**src/rtl/seq_alu.sv**
```systemverilog
// seq_alu: sequential ALU, 1-cycle ops plus a WIDTH-cycle restoring divide.
// Ports: clk, rst_n, a, b, sel, in_valid/in_ready in; out, carryout, divzero, rem, out_valid/out_ready out.
// Macro SEQ_ALU_REM_EN: defined -> rem returns the divide remainder; undefined -> rem tied to 0.
module seq_alu #(
  parameter int WIDTH = 8
) (
  input  logic             clk,
  input  logic             rst_n,
  input  logic [WIDTH-1:0] a,
  input  logic [WIDTH-1:0] b,
  input  logic [3:0]       sel,
  input  logic             in_valid,
  output logic             in_ready,
  output logic [WIDTH-1:0] out,
  output logic             carryout,
  output logic             divzero,
  output logic [WIDTH-1:0] rem,
  output logic             out_valid,
  input  logic             out_ready
);

  localparam logic [1:0] IDLE = 2'd0;
  localparam logic [1:0] DIV  = 2'd1;
  localparam logic [1:0] DONE = 2'd2;
  localparam int CW = $clog2(WIDTH) + 1;

  logic [1:0]       state;
  logic [CW-1:0]    cnt;
  logic [WIDTH-1:0] q;
  logic [WIDTH-1:0] r;
  logic [WIDTH-1:0] d;
  logic             acc;
  logic             is_div;
  logic             last;

  logic [WIDTH:0]     sum;
  logic [WIDTH:0]     dif;
  logic [2*WIDTH-1:0] prod;
  logic [WIDTH-1:0]   alu_out;
  logic               alu_c;

  logic [WIDTH:0]   rs;
  logic             ge;
  logic [WIDTH-1:0] r_nx;
  logic [WIDTH-1:0] q_nx;

  always_comb begin
    in_ready = 1'b0;
    unique case (state)
      IDLE:    in_ready = 1'b1;
      DONE:    in_ready = out_ready;
      default: in_ready = 1'b0;
    endcase
  end

  assign out_valid = (state == DONE);
  assign acc       = in_valid & in_ready;
  assign is_div    = (sel == 4'b0011);
  assign last      = (cnt == CW'(WIDTH - 1));

  assign sum  = {1'b0, a} + {1'b0, b};
  // top bit of the widened difference is the borrow
  assign dif  = {1'b0, a} - {1'b0, b};
  assign prod = {{WIDTH{1'b0}}, a} * {{WIDTH{1'b0}}, b};

  always_comb begin
    alu_out = sum[WIDTH-1:0];
    alu_c   = sum[WIDTH];
    unique case (1'b1)
      sel == 4'b0001: begin
        alu_out = dif[WIDTH-1:0];
        alu_c   = dif[WIDTH];
      end
      sel == 4'b0010: begin
        alu_out = prod[WIDTH-1:0];
        alu_c   = |prod[2*WIDTH-1:WIDTH];
      end
      sel == 4'b0100: begin
        alu_out = {a[WIDTH-2:0], 1'b0};
        alu_c   = a[WIDTH-1];
      end
      sel == 4'b0101: begin
        alu_out = {1'b0, a[WIDTH-1:1]};
        alu_c   = a[0];
      end
      sel == 4'b0110: begin
        alu_out = a & b;
        alu_c   = 1'b0;
      end
      sel == 4'b0111: begin
        alu_out = a | b;
        alu_c   = 1'b0;
      end
      default: begin
        alu_out = sum[WIDTH-1:0];
        alu_c   = sum[WIDTH];
      end
    endcase
  end

  // One restoring step: shift the next dividend bit into the partial
  // remainder and subtract the divisor when it fits. A zero divisor
  // always fits, giving all-ones quotient and remainder equal to a.
  assign rs   = {r, q[WIDTH-1]};
  assign ge   = (rs >= {1'b0, d});
  assign r_nx = ge ? WIDTH'(rs - {1'b0, d}) : rs[WIDTH-1:0];
  assign q_nx = {q[WIDTH-2:0], ge};

`ifdef SEQ_ALU_REM_EN
  logic [WIDTH-1:0] rem_q;
  assign rem = rem_q;
`else
  assign rem = '0;
`endif

  always_ff @(posedge clk or negedge rst_n) begin
    if (!rst_n) begin
      state    <= IDLE;
      cnt      <= '0;
      q        <= '0;
      r        <= '0;
      d        <= '0;
      out      <= '0;
      carryout <= 1'b0;
      divzero  <= 1'b0;
`ifdef SEQ_ALU_REM_EN
      rem_q    <= '0;
`endif
    end else if (acc) begin
      if (is_div) begin
        state <= DIV;
        cnt   <= '0;
        q     <= a;
        r     <= '0;
        d     <= b;
      end else begin
        state    <= DONE;
        out      <= alu_out;
        carryout <= alu_c;
        divzero  <= 1'b0;
`ifdef SEQ_ALU_REM_EN
        rem_q    <= '0;
`endif
      end
    end else if (state == DIV) begin
      cnt <= cnt + CW'(1);
      q   <= q_nx;
      r   <= r_nx;
      if (last) begin
        state    <= DONE;
        out      <= q_nx;
        carryout <= 1'b0;
        divzero  <= (d == '0);
`ifdef SEQ_ALU_REM_EN
        rem_q    <= r_nx;
`endif
      end
    end else if (state == DONE && out_ready) begin
      state <= IDLE;
    end
  end

endmodule

```
**config.mk**
```make
export PLATFORM = sky130hd
export DESIGN_NAME = seq_alu
export DESIGN_NICKNAME = d
export VERILOG_FILES = /design/src/rtl/seq_alu.sv
export SDC_FILE = /design/constraint.sdc
export NUM_CORES = 1
export LEC_CHECK = 0
export CAP_MARGIN = 5
export CORE_ASPECT_RATIO = 1.5
export CORE_MARGIN = 5
export CORE_UTILIZATION = 45
export DETAILED_ROUTE_END_ITERATION = 16
export DONT_BUFFER_PORTS = 1
export HOLD_SLACK_MARGIN = 0.06
export RECOVER_POWER = 100
export SYNTH_ARGS = -nofsm -noshare
export SYNTH_HDL_FRONTEND = slang
export SYNTH_SLANG_ARGS = --single-unit
export TNS_END_PERCENT = 30
```
**constraint.sdc**
```tcl
create_clock -name clk -period 2.65 [get_ports clk]
set_clock_uncertainty 0.05 [all_clocks]
set_input_delay 0.53 -clock clk [delete_from_list [all_inputs] [get_ports clk]]
set_output_delay 0.53 -clock clk [all_outputs]
set_load 0.03 [all_outputs]
```
==> flow_summary_export.csv <==
group,metric,value,unit
run_status,status,"complete, but fails checks",
run_status,violations,"negative setup slack",
worst_setup_path,worstSetupPathType,"input pin to flop",
worst_setup_path,worst_path_dominant_cell_family,"adder cells",
power_and_ir_drop,powerDensity,843,nW/um2
clock_tree,cts_buffers,5,
worst_setup_path,critPathRequiredTime,2750,ps
routing,drtAntennaViolNets,0,
routing,wire_per_inst,18.4,um
routing,drc,0,
power_and_ir_drop,power,5.61,mW
min_path,hp-class,"input pin to flop",
clock_tree,clock-sinks,40,
sta,hold_viol_final,0,
worst_setup_path,worst-path-buf-inv,5,
clock_tree,cts.clk_slew.worst_paths,60,ps
placed_design,dp_hpwl,14.1,mm
synthesis,ys_seq_elements,40,
synthesis,yosysTopAreaCellShare,17.8,%
final_layout,mostFrequentLayoutCell,"inv_1",
global_routing,grtUsageTotal,23.3,%
synthesis,ys_types,72,
sta,fin_crit,4300,ps
routing,postRouteWirelength,16.9,mm
die,start_util,45.3,%
min_path,worstHoldStart,"b[4]",
synthesis,synth_enable_flop_cells,0,
final_layout,diodes,0,
synthesis,avgSynthCellArea,8.14,um2
run,drv_cap,0,
synthesis,synth_top_area_cell,"dfrtp_1",
die,num_rows,50,
final_layout,areaGrowthSynthToFinish,18.5,%
worst_setup_path,critPathMostFrequentCell,"fa_1",
global_routing,antenna_found_initial,0,
synthesis,ys.warnings.count,0,
placed_design,gp_congestion,0.913,
die,die_x,101,um
placed_design,numPortBuffers,0,
global_routing,grt_max_degree,41,
final_layout,nNetsFinal,895,
sta,worst_pin_slew,1010,ps
clock_tree,clk_latency,280,ps
clock_tree,tritoncts,"done",
sta,timing.final.ws_setup,-1650,ps
sta,drv_slew,0,
clock_tree,htreeDepth,2,
routing,drtIter0Drc,238,
worst_setup_path,setup.worst_path.end_class,"flop",
final_layout,final_cell_mix,"inv_1 (87), buf_4 (78), nand2_1 (74)",
synthesis,async_reset_ff_share,100,%
power_and_ir_drop,p_leak,3.20,nW
worst_setup_path,max_stage_delay,520,ps
die,core,12400,um2
routing,first_pass_iters,5,
synthesis,synth-main-ff-cell,"dfrtp_1",
global_routing,grt_pass1_vias,5492,
worst_setup_path,r2r_start,"r[0]$_DFFE_PN0P_",
worst_setup_path,crit_fanout,5,
worst_setup_path,startpoint_type,"input pin",
sta,slew_headroom,32.7,%
worst_setup_path,critPathArrivalTime,4400,ps
final_layout,drive_gt1_share,19.5,%
power_and_ir_drop,ir_drop,873,uV
sta,rsz0062_at_grt,"yes",
global_routing,overflow,0,
die,die_area,14900,um2
sta,finalSetupViolCount,8,
final_layout,utilization,53.7,%
synthesis,synth.area.top_cells,"dfrtp_1 (18%), ha_1 (15%), fa_1 (14%)",
clock_tree,cts_root_buffer,"clkbuf_16",
worst_setup_path,cp-startpoint,"b[3]",
synthesis,netlist_area,5610,um2
sta,post-route-period-util,162,%
routing,vias,5180,
global_routing,grt_pass1_wl,27.4,mm
synthesis,syn_inst,690,
die,die_h,147,um
clock_tree,clock_path_buffers,2,
synthesis,seq_area_frac_synth,17.8,%
die,ioPinCount,44,
worst_setup_path,crit_chain,"clkinvlp_4, nor2_4, fa_1, inv_2, fa_1, inv_1, fa_1, inv_1, fa_1, inv_2, ha_4, and2_1, a2111o_1, a41o_1, a211oi_2, o21bai_1, xnor2_2, a41oi_2",
worst_setup_path,critical-path-slowest-cell,"fa_1",
routing,viasPerCell,5.64,
sta,fmax,0.233,GHz
-- through the flow --
step                      instance area [um2]  worst slack, ps  hold slack, ps  instances  setup TNS, ps
after global routing                     6650            -1810             342        919          -9840
after floorplan                          5700            -1950             184        697          -7830
final                                    6650            -1650             331        919          -7970
after global placement                   6360            -2010             186        907         -10350
after detailed placement                 6360            -2060             185        907         -10460
after CTS                                6630            -1680             328        917          -7690
-- cell families after synthesis --
logic type	count (synthesis)	share of synthesized area [%]
xor+xnor	12	2.01
simple gates	221	18.8
flops	40	17.8
mux	9	1.94
compound gates	170	20.5
other cells	1	0.0668
fa+ha+maj	108	29.3
buf+inv	129	9.58
-- power by group --
group	leakage [nW]	total (mW)	internal (mW)	switching [mW]
clock	0.0657	0.576	0.341	0.234
sequential	0.489	1.25	0.893	0.361
combinational	2.64	3.78	1.79	1.99
total	3.20	5.61	3.02	2.58
-- cell type report --
type | count | area (um2)
fillers | 1204 | 5730
multi-input cells | 528 | 4280
flip-flops and latches | 40 | 1000
repair buffers | 88 | 654
inverters | 100 | 387
well taps | 156 | 195
clock buffers | 5 | 125
clock inverters | 2 | 12.5
-- sequential cells by signal (all words and copies together), names as in the netlist --
| register | count |
|---|---|
| r | 8 |
| divzero | 1 |
| carryout | 1 |
| state | 2 |
| q | 8 |
| out | 8 |
| cnt | 4 |
| d | 8 |
-- per-layer routing --
| layer | vias to the layer above | part of all wire, % | track usage, % |
|---|---|---|---|
| met5 | - | 0 | 0 |
| met4 | 0 | 3.0 | 8.25 |
| met3 | 29 | 3.9 | 1.81 |
| met2 | 117 | 55 | 44.2 |
| met1 | 2539 | 38 | 26.7 |
| li1 | 2495 | - | - |
-- Yosys cell counts (11+ instances only) --
cell type / n
fa_1: 39
a21oi_1: 33
ha_1: 69
nand2b_1: 11
nor2_1: 67
o21ai_0: 37
nand2_1: 74
clkbuf_1: 13
inv_1: 99
dfrtp_1: 40
buf_4: 11
nor2b_1: 12
-- path summary, 6_finish.rpt --
| check | cells past startpoint | slack, ps | end |
|---|---|---|---|
| worst max-delay path | 18 | -1650 | carryout$_DFFE_PN0P_ |
| worst min-delay path | 2 | 330 | d[4]$_DFFE_PN0P_ |
| worst max register to register | 9 | -120 | r[1]$_DFFE_PN0P_ |
| worst min register to register | 1 | 470 | r[7]$_DFFE_PN0P_ |
| max in group asynchronous | 2 | 1020 | d[1]$_DFFE_PN0P_ |
| min in group asynchronous | 2 | 900 | cnt[0]$_DFFE_PN0P_ |
-- repair_timing --
action	4_1_cts	5_1_grt
resized for setup	22	19
setup buffers	1	2
setup endpoints to repair	6	9
pin swaps	15	9
endpoints found under the hold margin	40	0
hold buffers	2	0
Note: power is estimated with default switching activity, not from simulation.
